--- config.mk ---
export PLATFORM = sky130hd
export DESIGN_NAME = match_controller
export DESIGN_NICKNAME = d
export VERILOG_FILES = /design/src/rtl/match_pkg.sv /design/src/rtl/sec_down_timer.sv /design/src/rtl/match_controller.sv
export SDC_FILE = /design/constraint.sdc
export NUM_CORES = 1
export LEC_CHECK = 0
export ABC_AREA = 1
export CORE_ASPECT_RATIO = 0.5
export CORE_MARGIN = 4
export CORE_UTILIZATION = 51
export DETAILED_ROUTE_END_ITERATION = 6
export DONT_BUFFER_PORTS = 1
export PLACE_DENSITY_LB_ADDON = 0.1
export SYNTH_ARGS = -nofsm -noshare
export SYNTH_HDL_FRONTEND = slang
export SYNTH_SLANG_ARGS = --single-unit
--- constraint.sdc ---
create_clock -name clk -period 1.98 [get_ports clk]
set_clock_uncertainty 0.1 [all_clocks]
set_input_delay 0.099 -clock clk [delete_from_list [all_inputs] [get_ports clk]]
set_output_delay 0.099 -clock clk [all_outputs]
set_load 0.1 [all_outputs]
--- src/rtl/match_pkg.sv ---
`default_nettype none
// ============================================================================
//  Module      : match_pkg
//  Description : Shared definitions for the match controller and the blocks
//                that consume its outputs (display, player logic).
//                - match_state_t : game_state encoding
//                - WIN_*         : round_winner codes
//                - is_active()   : states in which the second timer runs
//  Revision    : 1.0 - initial release
// ============================================================================
package match_pkg;

    typedef enum logic [2:0] {
        ST_IDLE      = 3'd0,
        ST_COUNTDOWN = 3'd1,
        ST_FIGHT     = 3'd2,
        ST_P1_WIN    = 3'd3,
        ST_P2_WIN    = 3'd4,
        ST_EQ        = 3'd5,
        ST_ROUND_END = 3'd6
    } match_state_t;

    localparam logic [1:0] WIN_NONE = 2'b00;
    localparam logic [1:0] WIN_P1   = 2'b01;
    localparam logic [1:0] WIN_P2   = 2'b10;
    localparam logic [1:0] WIN_DRAW = 2'b11;

    // Timed states: the second prescaler and down-counter only run here.
    function automatic logic is_active(input match_state_t s);
        return (s == ST_COUNTDOWN) || (s == ST_FIGHT) || (s == ST_ROUND_END);
    endfunction

endpackage
`default_nettype wire

--- src/rtl/sec_down_timer.sv ---
`default_nettype none
// ============================================================================
//  Module      : sec_down_timer
//  Description : Seconds down-counter with a clock-cycle prescaler.
//                The prescaler counts 0..CLK_HZ-1 while enabled; on CLK_HZ-1
//                it wraps and the counter decrements (saturating at 0).
//                load has priority over everything: it restarts the
//                prescaler and loads the counter, so a load on a tick cycle
//                suppresses that tick's decrement.
//  Ports       : clk, reset (async, active-high)
//                load, load_value[TIMER_W] - restart with a new value
//                enable                    - prescaler/counter run
//                count[TIMER_W]            - current seconds value
//                tick                      - this cycle ends a second
//                zero                      - count is 0
//  Revision    : 1.0 - initial release
// ============================================================================
module sec_down_timer #(
    parameter int CLK_HZ  = 60,
    parameter int TIMER_W = 7
) (
    input  logic               clk,
    input  logic               reset,
    input  logic               load,
    input  logic [TIMER_W-1:0] load_value,
    input  logic               enable,
    output logic [TIMER_W-1:0] count,
    output logic               tick,
    output logic               zero
);

    localparam int PW = (CLK_HZ > 1) ? $clog2(CLK_HZ) : 1;
    localparam logic [PW-1:0] c_presc_max = PW'(CLK_HZ - 1);

    logic [PW-1:0]      r_presc;
    logic [TIMER_W-1:0] r_count;

    assign tick  = enable && (r_presc == c_presc_max);
    assign zero  = (r_count == '0);
    assign count = r_count;

    always_ff @(posedge clk or posedge reset) begin
        if (reset) begin
            r_presc <= '0;
            r_count <= '0;
        end else if (load) begin
            r_presc <= '0;
            r_count <= load_value;
        end else if (enable) begin
            if (tick) begin
                r_presc <= '0;
                if (!zero) begin
                    r_count <= r_count - TIMER_W'(1);
                end
            end else begin
                r_presc <= r_presc + PW'(1);
            end
        end
    end

endmodule
`default_nettype wire

--- src/rtl/match_controller.sv ---
`default_nettype none
// ============================================================================
//  Module      : match_controller
//  Description : Fighting-game match sequencer: pre-round countdown, timed
//                fight rounds with KO / time-out judgement, post-round hold,
//                and best-of match resolution with a round cap.
//  Ports       : clk, reset (async, active-high)
//                start        - one-cycle start / acknowledge pulse
//                pause        - freeze request (see MATCH_PAUSE_EN)
//                p1_health, p2_health [HEALTH_W] - 0 means KO
//                game_state[3], timer[TIMER_W] (displayed seconds)
//                p1_rounds, p2_rounds, round_num
//                round_start  - one-cycle player-reset pulse on FIGHT entry
//                round_winner - 00 none, 01 P1, 10 P2, 11 draw
//  Config      : `define MATCH_PAUSE_EN to let pause freeze the timer in
//                COUNTDOWN/FIGHT/ROUND_END (KO checks stay live). Without
//                it the pause port is ignored.
//  Revision    : 1.0 - initial release
// ============================================================================
module match_controller
    import match_pkg::*;
#(
    parameter int CLK_HZ        = 60,
    parameter int COUNTDOWN_S   = 3,
    parameter int ROUND_S       = 99,
    parameter int ROUND_END_S   = 2,
    parameter int ROUNDS_TO_WIN = 2,
    parameter int MAX_ROUNDS    = 5,
    parameter int HEALTH_W      = 3,
    parameter int TIMER_W       = 7
) (
    input  logic                               clk,
    input  logic                               reset,
    input  logic                               start,
    input  logic                               pause,
    input  logic [HEALTH_W-1:0]                p1_health,
    input  logic [HEALTH_W-1:0]                p2_health,
    output logic [2:0]                         game_state,
    output logic [TIMER_W-1:0]                 timer,
    output logic [$clog2(ROUNDS_TO_WIN+1)-1:0] p1_rounds,
    output logic [$clog2(ROUNDS_TO_WIN+1)-1:0] p2_rounds,
    output logic [$clog2(MAX_ROUNDS+1)-1:0]    round_num,
    output logic                               round_start,
    output logic [1:0]                         round_winner
);

    localparam int RW = $clog2(ROUNDS_TO_WIN + 1);
    localparam int NW = $clog2(MAX_ROUNDS + 1);

    localparam logic [RW-1:0]      c_rounds_to_win = RW'(ROUNDS_TO_WIN);
    localparam logic [NW-1:0]      c_max_rounds    = NW'(MAX_ROUNDS);
    localparam logic [TIMER_W-1:0] c_countdown     = TIMER_W'(COUNTDOWN_S);
    localparam logic [TIMER_W-1:0] c_round         = TIMER_W'(ROUND_S);
    localparam logic [TIMER_W-1:0] c_round_end     = TIMER_W'(ROUND_END_S);

    match_state_t       r_state;
    match_state_t       w_next;

    logic [RW-1:0]      r_p1_rounds;
    logic [RW-1:0]      r_p2_rounds;
    logic [NW-1:0]      r_round_num;
    logic [1:0]         r_round_winner;
    logic               r_round_start;

    logic               w_tick;
    logic               w_zero;
    logic               w_run;
    logic               w_expire;
    logic               w_load;
    logic [TIMER_W-1:0] w_load_value;

    logic               w_new_match;
    logic               w_next_round;
    logic               w_decide;
    logic [1:0]         w_decision;

    // ------------------------------------------------------------------------
    // Timer run enable
    // ------------------------------------------------------------------------
`ifdef MATCH_PAUSE_EN
    assign w_run = is_active(r_state) && !pause;
`else
    logic w_pause_unused;
    assign w_pause_unused = pause;
    assign w_run          = is_active(r_state);
`endif

    // A timed phase ends on the tick that takes the counter from 1 to 0, so
    // each phase lasts exactly N full seconds; an already-zero counter
    // (e.g. a zero-length load) also ends it.
    assign w_expire = w_zero || (w_tick && (timer == TIMER_W'(1)));

    // Every state change reloads the timer, which also clears the prescaler
    // so the first second of the new state is full length.
    assign w_load = (w_next != r_state);

    always_comb begin
        w_load_value = '0;
        case (w_next)
            ST_COUNTDOWN: w_load_value = c_countdown;
            ST_FIGHT:     w_load_value = c_round;
            ST_ROUND_END: w_load_value = c_round_end;
            default:      w_load_value = '0;
        endcase
    end

    sec_down_timer #(
        .CLK_HZ  (CLK_HZ),
        .TIMER_W (TIMER_W)
    ) u_sec_down_timer (
        .clk        (clk),
        .reset      (reset),
        .load       (w_load),
        .load_value (w_load_value),
        .enable     (w_run),
        .count      (timer),
        .tick       (w_tick),
        .zero       (w_zero)
    );

    // ------------------------------------------------------------------------
    // State register
    // ------------------------------------------------------------------------
    always_ff @(posedge clk or posedge reset) begin
        if (reset) begin
            r_state <= ST_IDLE;
        end else begin
            r_state <= w_next;
        end
    end

    // ------------------------------------------------------------------------
    // Next-state and control decode
    // ------------------------------------------------------------------------
    always_comb begin
        w_next       = r_state;
        w_new_match  = 1'b0;
        w_next_round = 1'b0;
        w_decide     = 1'b0;
        w_decision   = WIN_NONE;

        case (r_state)
            ST_IDLE: begin
                if (start) begin
                    w_next      = ST_COUNTDOWN;
                    w_new_match = 1'b1;
                end
            end

            ST_COUNTDOWN: begin
                if (w_expire) begin
                    w_next = ST_FIGHT;
                end
            end

            ST_FIGHT: begin
                // KO outranks time-out, so a KO landing on the final tick is
                // credited as a KO.
                if ((p1_health == '0) && (p2_health == '0)) begin
                    w_decide   = 1'b1;
                    w_decision = WIN_DRAW;
                end else if (p1_health == '0) begin
                    w_decide   = 1'b1;
                    w_decision = WIN_P2;
                end else if (p2_health == '0) begin
                    w_decide   = 1'b1;
                    w_decision = WIN_P1;
                end else if (w_expire) begin
                    w_decide = 1'b1;
                    if (p1_health > p2_health) begin
                        w_decision = WIN_P1;
                    end else if (p2_health > p1_health) begin
                        w_decision = WIN_P2;
                    end else begin
                        w_decision = WIN_DRAW;
                    end
                end
                if (w_decide) begin
                    w_next = ST_ROUND_END;
                end
            end

            ST_ROUND_END: begin
                if (w_expire) begin
                    if (r_p1_rounds == c_rounds_to_win) begin
                        w_next = ST_P1_WIN;
                    end else if (r_p2_rounds == c_rounds_to_win) begin
                        w_next = ST_P2_WIN;
                    end else if (r_round_num == c_max_rounds) begin
                        if (r_p1_rounds > r_p2_rounds) begin
                            w_next = ST_P1_WIN;
                        end else if (r_p2_rounds > r_p1_rounds) begin
                            w_next = ST_P2_WIN;
                        end else begin
                            w_next = ST_EQ;
                        end
                    end else begin
                        w_next       = ST_COUNTDOWN;
                        w_next_round = 1'b1;
                    end
                end
            end

            ST_P1_WIN, ST_P2_WIN, ST_EQ: begin
                if (start) begin
                    w_next = ST_IDLE;
                end
            end

            default: begin
                w_next = ST_IDLE;
            end
        endcase
    end

    // ------------------------------------------------------------------------
    // Score / round bookkeeping
    // ------------------------------------------------------------------------
    always_ff @(posedge clk or posedge reset) begin
        if (reset) begin
            r_p1_rounds    <= '0;
            r_p2_rounds    <= '0;
            r_round_num    <= '0;
            r_round_winner <= WIN_NONE;
            r_round_start  <= 1'b0;
        end else begin
            r_round_start <= (r_state == ST_COUNTDOWN) && (w_next == ST_FIGHT);

            if (w_new_match) begin
                r_p1_rounds    <= '0;
                r_p2_rounds    <= '0;
                r_round_num    <= NW'(1);
                r_round_winner <= WIN_NONE;
            end

            if (w_decide) begin
                r_round_winner <= w_decision;
                // Saturating: a count already at the target is never bumped.
                if ((w_decision == WIN_P1) && (r_p1_rounds < c_rounds_to_win)) begin
                    r_p1_rounds <= r_p1_rounds + RW'(1);
                end
                if ((w_decision == WIN_P2) && (r_p2_rounds < c_rounds_to_win)) begin
                    r_p2_rounds <= r_p2_rounds + RW'(1);
                end
            end

            if (w_next_round) begin
                r_round_num    <= r_round_num + NW'(1);
                r_round_winner <= WIN_NONE;
            end
        end
    end

    assign game_state   = r_state;
    assign p1_rounds    = r_p1_rounds;
    assign p2_rounds    = r_p2_rounds;
    assign round_num    = r_round_num;
    assign round_winner = r_round_winner;
    assign round_start  = r_round_start;

endmodule
`default_nettype wire

# Word level (Yosys, flattened, before mapping)
# Index checks and enable logic that the tools add are counted.
word_totals:
  ff_bits: 26
  inputBits: 10
  out_inout_bits: 20
  word_cells: 106
op_classes:
  add_sub_neg: 5
  magnitude_cmp: 6
  eq_ne: 18
  muxes: 50
  n_reduce_logical: 19
ops:
  columns: ["operator", "n"]
  rows:
  - ["2-to-1 mux 3 bit", 11]
  - ["2-to-1 mux 2 bit", 15]
  - ["2-to-1 mux 7 bit", 4]
  - ["case mux 7 bit (3 select lines)", 1]
  - ["2-to-1 mux 6 bit", 3]
  - ["== test 3 bit (second input constant)", 5]
  - ["2-to-1 mux 1 bit", 15]
  - ["case mux 3 bit (5 select lines)", 1]
  - ["== test 3 x 2 -> 1 bit (second input constant)", 3]
  - ["logical NOT 3 bit", 3]
  - ["== test 7 x 1 -> 1 bit (second input constant)", 1]
  - ["logical NOT 7 bit", 1]
  - ["subtractor 7 x 1 -> 7 bit (second input constant)", 1]
  - ["adder 6 x 1 -> 6 bit (second input constant)", 1]
  - ["== test 2 bit (second input constant)", 3]
  - ["== test 3 x 1 -> 1 bit (second input constant)", 2]
  - ["== test 6 bit (second input constant)", 1]
  - ["> comparator 3 bit", 2]
  - ["logical AND 1 bit", 6]
  - ["nonzero test 2 bit", 3]
  - ["adder 2 x 1 -> 2 bit (second input constant)", 2]
  - ["> comparator 2 bit", 2]
  - ["< comparator 2 bit (second input constant)", 2]
  - ["adder 3 x 1 -> 3 bit (second input constant)", 1]
  - ["7 further kinds", 9]

# Longest topological paths before layout
# Gate-level depths: netlist of the first run.
depth:
  ltp_word: 16
  mapped_depth: 17
  mapped_depth_nobuf: 17

# By module
# From an unflattened synthesis of the first run, not the netlist that was laid out.
hier_totals:
  cells_unflattened: 280
  area_unflattened_um2: 1920.6
modules_own_cells:
  columns: ["module", "instances", "cells_per_inst", "area_per_inst_um2", "seq_area_each_um2"]
  rows:
  - ["match_controller", 1, 165, 1089.8, 325.3]
  - ["sec_down_timer", 1, 115, 830.8, 325.3]

# Worst setup path after synthesis of the first run
# OpenSTA, ideal clock, no wires.
synth_path:
  path_type: "register -> register"
  start: "register r_p1_rounds[1], in the netlist p1_rounds[1]"
  end: "register u_sec_down_timer.r_count[1], in the netlist u_sec_down_timer.count[1]"
  setup_ns: 0.113
  arrival_ns: 2.582
  t_required_ns: 1.767
  setup_slack_ns: -0.815
  stages_incl_launch_ff: 16
  n_path_buf: 1
  period_less_slack_ns: 2.795
  path_cell_list: "dfrtp_1 > inv_1 > ha_1 > a21oi_1 > o21ai_0 > nand3_1 > nand3_4 > nand2_4 > nand2_2 > nand2_1 > nand2_2 > nor2_4 > buf_6 > nand3_1 > nand2_1 > inv_1"
synth_via:
  elab_chain_cells: 11
  elab_cells_between_ends: 20
  cone_classes: "order compare (2); eq/ne (6); mux (9); reduce/logical (3)"
synth_rtl:
  columns: ["element", "line_no", "source"]
  rows:
  - ["start, declared", "match_controller.sv:59", "logic [RW-1:0] r_p1_rounds;"]
  - ["start signal, assigned", "match_controller.sv:240", "r_p1_rounds <= r_p1_rounds + RW'(1);"]
  - ["> comparator 2 bit", "match_controller.sv:192", "end else if (r_p2_rounds > r_p1_rounds) begin"]
  - ["2-to-1 mux 1 bit", "match_controller.sv:192", null]
  - ["2-to-1 mux 3 bit", "match_controller.sv:190", "if (r_p1_rounds > r_p2_rounds) begin"]
  - ["2-to-1 mux 3 bit", "match_controller.sv:189", "end else if (r_round_num == c_max_rounds) begin"]
  - ["2-to-1 mux 3 bit", "match_controller.sv:187", "end else if (r_p2_rounds == c_rounds_to_win) begin"]
  - ["2-to-1 mux 3 bit (*)", "match_controller.sv:185", "if (r_p1_rounds == c_rounds_to_win) begin"]
  - ["2-to-1 mux 3 bit (*)", "match_controller.sv:184", "if (w_expire) begin"]
  - ["case mux 3 bit (5 select lines) (*)", "match_controller.sv:142", "case (r_state)"]
  - ["via w_next[0]", "match_controller.sv:57", "match_state_t w_next;"]
  - ["== test 3 bit, or another cell as far along", "match_controller.sv:99", "case (w_next)"]
  - ["case mux 7 bit (3 select lines), or another cell as far along", "match_controller.sv:99", null]
  - ["2-to-1 mux 7 bit / AND reduction 3 bit (equally long branches)", null, null]
  - ["end signal, assigned", "sec_down_timer.sv:48", "r_count <= load_value;"]
  - ["end signal, assigned", "sec_down_timer.sv:53", "r_count <= r_count - TIMER_W'(1);"]
  - ["end, declared", "sec_down_timer.sv:36", "logic [TIMER_W-1:0] r_count;"]
# Mark *: on every way through the listed nets, which the timed path passes. The rest lies on a longest branch.
# A chain may end at the register's enable or synchronous reset.

# Final worst setup path of the first run
layout_path:
  start: "register u_sec_down_timer.r_count[0], in the netlist u_sec_down_timer.count[0]"
  end: "register u_sec_down_timer.r_count[5], in the netlist u_sec_down_timer.count[5]"
layout_via:
  elab_chain_cells: 13
  elab_cells_between_ends: 27
  cone_classes: "add/sub (1); eq/ne (6); mux (14); reduce/logical (6)"
layout_rtl:
  columns: ["element", "line_no", "source"]
  rows:
  - ["== test 7 x 1 -> 1 bit", "match_controller.sv:91", "assign w_expire = w_zero || (w_tick && (timer == TIMER_W'(1)));"]
  - ["logical AND 1 bit", "match_controller.sv:91", null]
  - ["logical OR 1 bit", "match_controller.sv:91", null]
  - ["2-to-1 mux 1 bit", "match_controller.sv:168", "end else if (w_expire) begin"]
  - ["2-to-1 mux 1 bit", "match_controller.sv:165", "end else if (p2_health == '0) begin"]
  - ["2-to-1 mux 1 bit", "match_controller.sv:162", "end else if (p1_health == '0) begin"]
  - ["2-to-1 mux 1 bit", "match_controller.sv:159", "if ((p1_health == '0) && (p2_health == '0)) begin"]
  - ["2-to-1 mux 1 bit", "match_controller.sv:142", null]
  - ["2-to-1 mux 3 bit", "match_controller.sv:178", "if (w_decide) begin"]
  - ["case mux 3 bit (5 select lines)", "match_controller.sv:142", null]
  - ["== test 3 bit, or another cell as far along", "match_controller.sv:99", null]
  - ["case mux 7 bit (3 select lines), or another cell as far along", "match_controller.sv:99", null]
  - ["2-to-1 mux 7 bit / AND reduction 3 bit (equally long branches)", null, null]
# Parallel ways exist; a longest one is shown, timed or not. The select of a mux whose other input is x is not followed.

==> reports/qor.txt, run 1 <==
status: finished, violations left
failing checks: negative setup slack
Async S/R FF share, synth: 100%
top post-synthesis cells by count: nand2_1 (51), inv_1 (38), dfrtp_1 (26), nand3_1 (26), nor2_1 (17)
ANT cells: 0
CTS tree: done
Vias/cell: 5.26
Area Overhead vs Synth: 42.8%
Final WS setup: -321 ps
compound-cell area share of the yosys netlist: 7.80%
Syn Inst Count: 239
CP max-delay cell: dfrtp_4
Die Width: 92.3 um
Final HPWL DP: 3.62 mm
launch point of the worst path: u_sec_down_timer.count[0]
kind of critical path: flip-flop to flip-flop
syn_nets: 261
dominant synthesized flop cell: dfrtp_1
die height: 50.2 um
yosys warns: 0
Clock Tree Root: clkbuf_8
Crit Path Max Fanout: 7
CP Buf/Inv Count: 2
CTS HTree Levels: 1
Ports: 30
GRT Overall Usage: 22.0%
count of pins over their slew limit: 0
# fillers: 218
Initial Util: 56.6%
fmax: 435 MHz
Fin Hold WS: 106 ps
Worst Hold Launch: start
Worst-Margin Slew: 342 ps
Rows: 14
DRC errors left: 0
GPL Wtd Cong: 0.858
TritonCTS buffer count: 3
placed insts: 338
pin count of the biggest net entering global routing: 27
final non-filler cell total: 351
CP arrival: 2420 ps
Fin. Hold Viols: 0
post-synthesis mux area share: 0%
worst min path class: input port to flip-flop
1st-iter DRT viols: 132
vias in the first global route: 1899
Worst EP required: 2100 ps
via count: 1848
Synth Area in XOR/XNOR: 3.86%
main combinational cell family by area after synthesis: simple AND/OR/NAND/NOR gates
simple-gate share of the synthesized area: 34.9%
Nets: 326
Synth Area in Adders: 8.28%
DRT Pass-1 Iters: 4
Tmin final: 2300 ps
Core Util, Final: 80.8%
die area: 4630 um^2
fraction of layout cells with a size suffix above 1: 44.2%
final WL: 5.13 mm
antenna-violating nets left: 0
antenna violations before repair: 0
overflow left after global routing: 0
r2r startpoint: u_sec_down_timer.count[0]
Final Cycle Share: 116%
most common cell in the netlist: nand2_1
final setup fails: 17
syn avg cell area: 7.59 um^2
top cell type's share of synthesized area: 35.9%
worst path cell trace: buf_4 -> ha_4 -> nand2_2 -> nor2_4 -> nand3_4 -> nand2_4 -> nand2_1 -> nand2_2 -> a31oi_4 -> nand2_2 -> nor2_4 -> buf_4 -> nand2_1 -> nand2_1 -> nand2_1 -> nand2_1
crit end category: flip-flop
Core Footprint: 3210 um^2
Post-synth EDFFs: 0
Slew headroom: 77.0%
worst skew pair latency: 280 ps
Top cell by count, worst path: nand2_1
Netlist Area Pre-Place: 1810 um^2
max cap viols: 0
CTS sink count: 26
ranking of synthesized cells by area: dfrtp_1 (36%), nand2_1 (11%), ha_1 (8.3%), inv_1 (7.9%), nand3_1 (7.2%)
RSZ-0062 raised after global routing: yes
Setup crit start kind: flip-flop
Seq/Total Area, Yosys: 35.9%
Synth cell types: 28
global-route wire length before repair: 8.24 mm
maximum clock insertion buffer count: 2
cell family with most CP delay: simple AND/OR/NAND/NOR gates
Clk pin slew, worst setup/hold paths: 100 ps
#FFs+latches synth: 26
WL per Instance: 14.6 um
Port Buf Inserts: 0
CP peak stage delay: 510 ps
Synth area leader: dfrtp_1
-- layer usage --
layer / share of wire, % / up-vias / GRT usage [%]
met5: 0 / - / 0
met4: 1.2 / 0 / 6.65
met3: 4.5 / 8 / 5.52
met2: 51 / 54 / 39.1
met1: 43 / 881 / 26.6
li1: - / 905 / -
-- sequential cells by signal, summed over array words and instances, names as in the netlist --
name                      count
p1_rounds                     2
round_start                   1
u_sec_down_timer.count        7
round_winner                  2
u_sec_down_timer.r_presc      6
p2_rounds                     2
round_num                     3
game_state                    3
-- cell families (layout without fill, tap and decap cells) --
logic type                 after synthesis  after routing
xor gates and xnor gates                 8              8
adders and majority gates               12             12
DFF                                     26             26
and+or+nand+nor                        126            126
AOI/OAI and AO/OA                       26             26
buffers and inverters                   41            105
-- path summary, 6_finish.rpt --
kind                                                     to  slack, ps  cells after the start
worst min-delay path                           p1_rounds[0]        110                      4
max in group asynchronous         u_sec_down_timer.count[1]       1260                      3
worst min register to register              round_winner[0]        440                      2
worst max-delay path              u_sec_down_timer.count[5]       -320                     16
worst max register to register    u_sec_down_timer.count[5]       -320                     16
min in group asynchronous       u_sec_down_timer.r_presc[2]        230                      3
-- layout make-up --
class | count | area (um^2) | share of cell area (%)
multi-input cells | 172 | 1160 | 44.7
flip-flops and latches | 26 | 694 | 26.8
repair buffers | 62 | 479 | 18.5
inverters | 39 | 154 | 5.94
well taps | 48 | 60.1 | 2.32
clock buffers | 4 | 45.0 | 1.74
-- timing repair --
action | in CTS | in global routing
endpoints found under the hold margin | 26 | 0
endpoints found under the setup margin | 22 | 24
buffers inserted | 5 | 3
hold buffers | 1 | 0
resized for setup | 16 | 14
pin swaps | 8 | 3
-- worst min-delay path: stages --
cell,delay [ps]
nand3_1,70
buf_4,120
nand3_1,70
o21ai_1,80
-- cell usage in the layout, fill, tap and decap left out, types with 6 or more instances in the layout --
cell type,n
o21ai_0,7
buf_4,58
nor2_1,14
inv_1,31
o21ai_1,7
dfrtp_2,8
ha_1,9
nand3_1,21
nand3_2,6
nand2_2,14
dfrtp_4,9
xor2_1,6
dfrtp_1,9
nand4_1,6
nand2_1,43
-- through the flow --
step,setup slack (ps),setup TNS [ps],instance area (um^2)
finish,-321,-4530,2590
global route,-445,-6810,2590
CTS,-239,-2920,2510
floorplan,-268,-2650,1930
global placement,-223,-2330,2360
detailed placement,-278,-3220,2360
Power of run 1 is not shown: default switching activity piles up to over one toggle a cycle in this logic, so the estimate is an artifact.
==> inputs of run 2 (changes only) <==
--- a/config.mk
+++ b/config.mk
@@ -7,11 +7,12 @@
 export LEC_CHECK = 0
 export ABC_AREA = 1
 export CORE_ASPECT_RATIO = 0.5
-export CORE_MARGIN = 4
+export CORE_MARGIN = 1.5
 export CORE_UTILIZATION = 51
 export DETAILED_ROUTE_END_ITERATION = 6
 export DONT_BUFFER_PORTS = 1
 export PLACE_DENSITY_LB_ADDON = 0.1
+export RECOVER_POWER = 25
 export SYNTH_ARGS = -nofsm -noshare
 export SYNTH_HDL_FRONTEND = slang
 export SYNTH_SLANG_ARGS = --single-unit
==> constraint.sdc (replaced) <==
create_clock -name clk -period 1.98 [get_ports clk]
set_clock_uncertainty 0.1 [all_clocks]
set_input_delay 0.396 -clock clk [delete_from_list [all_inputs] [get_ports clk]]
set_output_delay 0.396 -clock clk [all_outputs]
set_load 0.1 [all_outputs]
==> reports/qor.txt, run 2 (synthesis gave the netlist of run 1 again) <==
max cap viols: 0
Fin. Hold Viols: 0
ANT cells: 0
final setup fails: 21
global-route wire length before repair: 7.69 mm
Crit Path Max Fanout: 5
die area: 3940 um^2
final non-filler cell total: 366
Final HPWL DP: 3.33 mm
Ports: 30
Nets: 338
RSZ-0062 raised after global routing: yes
CTS sink count: 26
fraction of layout cells with a size suffix above 1: 46.3%
DRT Pass-1 Iters: 4
Area Overhead vs Synth: 49.3%
crit end category: flip-flop
GRT Overall Usage: 25.4%
DP Area: 2410 um^2
via count: 1891
Final WS setup: -273 ps
CP peak stage delay: 490 ps
maximum clock insertion buffer count: 2
dpl ws: -306 ps
final WL: 5.00 mm
antenna violations before repair: 0
worst path cell trace: ha_1 -> nand2_1 -> buf_4 -> nor2_1 -> a21oi_1 -> nand2_2 -> nand2_2 -> nand2_2 -> nor2_4 -> nand2_2 -> nand2_4 -> nor2_4 -> buf_6 -> nand4_1 -> o21ai_1
Slew headroom: 53.1%
Vias/cell: 5.17
Port Buf Inserts: 0
commonest non-fill, non-tap cell in the layout: buf_4
CP max-delay cell: dfrtp_4
DRC errors left: 0
worst skew pair latency: 280 ps
Die Width: 87.3 um
kind of critical path: flip-flop to flip-flop
overflow left after global routing: 0
failing checks: negative setup slack
WL per Instance: 13.7 um
antenna-violating nets left: 0
CP arrival: 2320 ps
Core Footprint: 3420 um^2
Final Cycle Share: 114%
count of pins over their slew limit: 0
1st-iter DRT viols: 91
die height: 45.2 um
Clock Tree Root: clkbuf_8
Rows: 15
Tmin final: 2250 ps
TritonCTS buffer count: 3
fmax: 444 MHz
Worst-Margin Slew: 703 ps
status: finished, violations left
Worst EP required: 2050 ps
max reg flops: 7
pin count of the biggest net entering global routing: 27
Top cell by count, worst path: nand2_2
Setup crit start kind: flip-flop
Core Util, Final: 79.3%
Initial Util: 53.1%
cell area after layout: 2710 um^2
most frequent cells in the layout: buf_4 (67), nand2_1 (38), inv_1 (32)
CTS HTree Levels: 1
vias in the first global route: 1831
Clk pin slew, worst setup/hold paths: 90 ps
placed insts: 347
GPL Wtd Cong: 0.897
# fillers: 240
worst min path class: input port to flip-flop
CTS tree: done
==> run 2: metal layers <==
metal	track usage [%]	part of all wire (%)
met1	32.2	44
met2	43.8	49
met3	5.67	4.3
met4	8.89	2.2
met5	0	0
==> run 2: critical path, delay by kind of cell (launching register included) <==
kind,cells,cell delay [ps]
fa+ha+maj,1,190
flops,1,490
simple gates,10,840
buf+inv,2,250
compound gates,2,260
==> run 2: repair_timing <==
action | CTS | global route
cloned | 1 | 0
pin swaps | 16 | 16
hold endpoints to repair | 26 | 0
resized for setup | 19 | 17
hold buffers | 1 | 0
setup endpoints to repair | 18 | 22
buffers inserted | 12 | 2
==> run 2: final timing paths <==
| check | start | slack [ps] | to | cells after the start |
|---|---|---|---|---|
| min reg2reg | round_winner[0] | 430 | round_winner[0] | 2 |
| max | round_num[0] | -270 | u_sec_down_timer.r_presc[1] | 15 |
| max reg2reg | round_num[0] | -270 | u_sec_down_timer.r_presc[1] | 15 |
| max in group asynchronous | reset | 600 | game_state[0] | 3 |
| min | start | 380 | p1_rounds[0] | 4 |
| min in group asynchronous | reset | 660 | u_sec_down_timer.r_presc[3] | 3 |
==> run 2: metrics by stage <==
| stage | hold slack (ps) | setup TNS (ps) |
|---|---|---|
| 6_report | 378 | -3490 |
| 5_1_grt | 421 | -5720 |
| 3_3_place_gp | 267 | -2410 |
| 2_1_floorplan | 336 | -2650 |
| 4_1_cts | 366 | -2650 |
| 3_5_place_dp | 272 | -3340 |
==> run 2: final cells by class <==
class / count / area (um^2) / area share (%)
multi-input cells: 173 / 1170 / 43.2
clock buffers: 4 / 55.1 / 2.03
inverters: 39 / 154 / 5.68
flip-flops and latches: 26 / 694 / 25.6
repair buffers: 73 / 572 / 21.1
well taps: 51 / 63.8 / 2.36
Power of run 2 is left out for the same reason.
